File: src/rtl/cpucfg_arbiter.sv
// cpucfg_arbiter: two-slot CPUCFG arbiter feeding an IDLE/LOOKUP/RESP pipeline.
// Define CPUCFG_CACHE_INFO_EN to expose the cache-info words at indices 0x10-0x14.
module cpucfg_arbiter (
    input  logic        clk,
    input  logic        rst,
    input  logic        req0_valid,
    input  logic [31:0] req0_index,
    input  logic [4:0]  req0_rd,
    output logic        req0_ready,
    input  logic        req1_valid,
    input  logic [31:0] req1_index,
    input  logic [4:0]  req1_rd,
    output logic        req1_ready,
    input  logic        flush,
    output logic        resp_valid,
    output logic        resp_port,
    output logic [4:0]  resp_rd,
    output logic [31:0] resp_data,
    input  logic        resp_ready
);

    typedef enum logic [1:0] {
        ST_IDLE   = 2'd0,
        ST_LOOKUP = 2'd1,
        ST_RESP   = 2'd2
    } state_t;

    state_t      r_state;
    state_t      w_state_nxt;
    logic        r_last_grant;
    logic        w_grant;
    logic        w_accept;
    logic [31:0] r_index;
    logic [4:0]  r_rd;
    logic        r_port;
    logic [31:0] r_resp_data;
    logic [4:0]  r_resp_rd;
    logic        r_resp_port;

    // Full 32-bit decode: any index outside the defined entries reads as zero.
    function automatic logic [31:0] lookup_word(input logic [31:0] idx);
        logic [31:0] word;
        case (idx)
            32'h0000_0000: word = 32'h0014_C010;
            32'h0000_0001: word = 32'h0000_02F2;
            32'h0000_0002: word = 32'h0000_000C;
            32'h0000_0003: word = 32'h0000_0000;
`ifdef CPUCFG_CACHE_INFO_EN
            32'h0000_0010: word = 32'h0000_0005;
            32'h0000_0011: word = 32'h0000_0004;
            32'h0000_0012: word = 32'h0008_0003;
            32'h0000_0013: word = 32'h0008_0003;
            32'h0000_0014: word = 32'h0008_0003;
`endif
            default:       word = 32'h0000_0000;
        endcase
        return word;
    endfunction

    // Round-robin grant on a tie, otherwise the lone valid slot wins.
    always_comb begin
        w_grant  = 1'b0;
        w_accept = 1'b0;
        if (req0_valid && req1_valid) begin
            w_grant = ~r_last_grant;
        end else if (req1_valid) begin
            w_grant = 1'b1;
        end else begin
            w_grant = 1'b0;
        end
        w_accept   = (r_state == ST_IDLE) && !flush && (req0_valid || req1_valid);
        req0_ready = w_accept && req0_valid && (w_grant == 1'b0);
        req1_ready = w_accept && req1_valid && (w_grant == 1'b1);
    end

    // Next-state logic; flush overrides every state, including a RESP handshake.
    always_comb begin
        w_state_nxt = r_state;
        if (flush) begin
            w_state_nxt = ST_IDLE;
        end else begin
            case (r_state)
                ST_IDLE: begin
                    if (w_accept) begin
                        w_state_nxt = ST_LOOKUP;
                    end else begin
                        w_state_nxt = ST_IDLE;
                    end
                end
                ST_LOOKUP: w_state_nxt = ST_RESP;
                ST_RESP: begin
                    if (resp_ready) begin
                        w_state_nxt = ST_IDLE;
                    end else begin
                        w_state_nxt = ST_RESP;
                    end
                end
                default: w_state_nxt = ST_IDLE;
            endcase
        end
    end

    // State, grant history, captured request and response registers.
    always_ff @(posedge clk) begin
        if (rst) begin
            r_state      <= ST_IDLE;
            r_last_grant <= 1'b1;
            r_index      <= 32'h0000_0000;
            r_rd         <= 5'd0;
            r_port       <= 1'b0;
            r_resp_data  <= 32'h0000_0000;
            r_resp_rd    <= 5'd0;
            r_resp_port  <= 1'b0;
        end else begin
            r_state <= w_state_nxt;
            if (w_accept) begin
                r_last_grant <= w_grant;
                r_port       <= w_grant;
                r_index      <= w_grant ? req1_index : req0_index;
                r_rd         <= w_grant ? req1_rd : req0_rd;
            end
            // Response fields only move on the LOOKUP->RESP step so they hold outside RESP.
            if ((r_state == ST_LOOKUP) && !flush) begin
                r_resp_data <= lookup_word(r_index);
                r_resp_rd   <= r_rd;
                r_resp_port <= r_port;
            end
        end
    end

    assign resp_valid = (r_state == ST_RESP);
    assign resp_port  = r_resp_port;
    assign resp_rd    = r_resp_rd;
    assign resp_data  = r_resp_data;

endmodule

File: config.mk
export PLATFORM = sky130hd
export DESIGN_NAME = cpucfg_arbiter
export DESIGN_NICKNAME = d
export VERILOG_FILES = /design/src/rtl/cpucfg_arbiter.sv
export SDC_FILE = /design/constraint.sdc
export NUM_CORES = 1
export LEC_CHECK = 0
export CAP_MARGIN = 20
export CORE_ASPECT_RATIO = 1.75
export CORE_MARGIN = 2
export CORE_UTILIZATION = 43
export DETAILED_ROUTE_END_ITERATION = 8
export PLACE_DENSITY_LB_ADDON = 0.3
export SKIP_LAST_GASP = 1
export SLEW_MARGIN = 20
export SYNTH_ARGS = -nofsm -noshare
export SYNTH_HDL_FRONTEND = slang
export SYNTH_SLANG_ARGS = --single-unit
export TNS_END_PERCENT = 5
File: constraint.sdc
create_clock -name clk -period 2.6 [get_ports clk]
set_input_delay 0.39 -clock clk [delete_from_list [all_inputs] [get_ports clk]]
set_output_delay 0.39 -clock clk [all_outputs]
set_load 0.05 [all_outputs]
==> results_dict.tcl <==
set metrics [dict create \
    ant_nets 0 \
    arrival_ps 2000 \
    status "finished clean" \
    numPortBuffers 100 \
    grt_overflow 0 \
    min_period_ps 2390 \
    synth-warning-count 0 \
    power.total_mw 1.83 \
    setup_viol 0 \
    synth_area_leaders "dfxtp_1 42%, mux2i_1 15%, a211oi_1 11%, buf_4 9.8%, nor2_1 6.1%" \
    core_um2 5540 \
    postCtsSetupBuffers 0 \
    setup_tns_ps 0 \
    wire_per_inst_um 11.7 \
    h-tree-depth 2 \
    n_antenna_cell 0 \
    required_ps 2210 \
    whs_ps 456 \
    clock_sinks 51 \
    yosysUniqueCellTypes 26 \
    die_h_um 104 \
    cts_tree "done" \
    fin_nets 433 \
    rsz0062_at_grt "no" \
    grt_first_pass_wirelength_mm 8.59 \
    io_pins 121 \
    cts_buffers 5 \
    dieWidth_um 61 \
    layout_commonest_cell "clkdlybuf4s50_1" \
    critical_path_class "input port to output pin" \
    end_kind "output pin" \
    irDropWorstVdd_mv 0.335 \
    drt_iter0_drc 45 \
    seq_area_frac_synth_pct 41.8 \
    gp_congestion 0.780 \
    dieArea_um2 6330 \
    worstSetupStartpointType "input port" \
    dr.pass1.iters 4 \
    grtUsageTotal_pct 17.6 \
    slew_headroom_pct 66.5 \
    clock_path_buffers 2 \
    timing.fmax_mhz 418 \
    finalHoldViolations 0 \
    cts_resized 0 \
    rows 36 \
    place_hpwl_mm 4.07 \
    drive_gt1_share_pct 6.50 \
    areaGrowthSynthToFinish_pct 44.2 \
    netlist_area_um2 2440 \
    cts_root_buf "clkbuf_8" \
    synth_top_area_share_pct 41.8 \
    vias 2062 \
    drv_slew 0 \
    drc_errors 0 \
    synth_area_leader_cell "dfxtp_1" \
    wl_mm 5.05 \
    power.leakage_nw 1.35 \
    synthCells 265 \
    crit_path_max_fanout 4 \
    clk_pin_slew_ps 80 \
    antenna_found_initial 0 \
    viasPerCell 4.80 \
    postSynthAreaPerCell_um2 9.23 \
    grt_pass1_vias 2106 \
    maxCapViolCount 0 \
    synth-seq-cells 51 \
    holdBufCountCts 0 \
    period_share_pct 92.0 \
    start_util_pct 44.1 \
    powerDensity_nw_per_um2 520 \
    layout_common_cells "97 x clkdlybuf4s50_1, 51 x dfxtp_1, 40 x nor2_1" \
    grt_max_degree 75 \
    hold_class "flip-flop to flip-flop" \
    clock_latency_ps 300 \
    tightest_slew_ps 501 \
    fin_worst_skew_ps 5.69 \
]
[power by group]
group          internal (mW)  switching [mW]  total, mW
Sequential             0.835          0.0300      0.865
Combinational          0.203           0.209      0.412
Clock                  0.311           0.245      0.557
Total                   1.35           0.484       1.83
[registers in the layout, indices dropped and copies added, names as in the netlist]
register      flops
r_index          32
r_last_grant      1
r_port            1
r_rd              5
r_state           2
resp_data         4
resp_port         1
resp_rd           5
[logic make-up after synthesis]
family / after synthesis / synth area share, %
AO/OA/AOI/OAI: 51 / 14.9
buffers and inverters: 48 / 12.9
other: 1 / 0.153
flip-flops: 51 / 41.8
AND/OR/NAND/NOR: 77 / 15.0
multiplexers: 37 / 15.1
[stage by stage]
step           setup WS (ps)  std cells  area [um2]  util [%]
5_1_grt                  134        430        3520      63.6
4_1_cts                  196        430        3520      63.6
2_1_floorplan           88.4        284        2520         -
3_5_place_dp             222        422        3410      61.5
3_3_place_gp             249        422        3410      61.5
6_report                 209        430        3520      63.6
[worst max-delay path, stage by stage]
cell	delay, ps
clkdlybuf4s50_1	490
nor2_1	90
or4_1	480
nor3b_1	370
buf_12	190
[final timing paths]
check                          start                   endpoint  slack (ps)  depth (start not counted)
min          resp_rd[2]$_SDFFE_PP0P_    resp_rd[2]$_SDFFE_PP0P_         460                          2
min reg2reg  resp_rd[2]$_SDFFE_PP0P_    resp_rd[2]$_SDFFE_PP0P_         460                          2
max                       req1_valid                 req0_ready         210                          5
max reg2reg  r_index[2]$_SDFFE_PP0N_  resp_data[9]$_SDFFE_PP0P_        1060                          4
[routing by layer]
metal  vias to the layer above  routed length (um)  part of all wire (%)  global-route usage (%)
met2                        78                2920                    58                    34.3
met4                         0                 111                   2.2                    6.99
met1                       909                1770                    35                    16.3
met5                         -                   0                     0                       0
li1                       1068                   -                     -                       -
met3                         7                 240                   4.8                    3.37
[synthesized netlist by cell type, drive strengths merged]
cell / n
nor3b: 2
nor2b: 1
conb: 1
or4: 1
nand3: 1
a21o: 1
nor4: 9
buf: 40
a32o: 1
a21boi: 1
clkbuf: 5
inv: 3
nand2: 17
a211oi: 37
nor3: 4
mux2i: 37
nand4: 1
a21oi: 9
nor2: 40
a22o: 2
and2b: 1
dfxtp: 51
[cell type report]
class / count / area, um2
multi-input cells: 185 / 1200
fillers: 479 / 2020
clock inverters: 2 / 35.0
well taps: 76 / 95.1
inverters: 3 / 11.3
repair buffers: 107 / 1080
flip-flops and latches: 51 / 1020
clock buffers: 6 / 82.6
No activity file was read; power rests on OpenSTA's default activity.
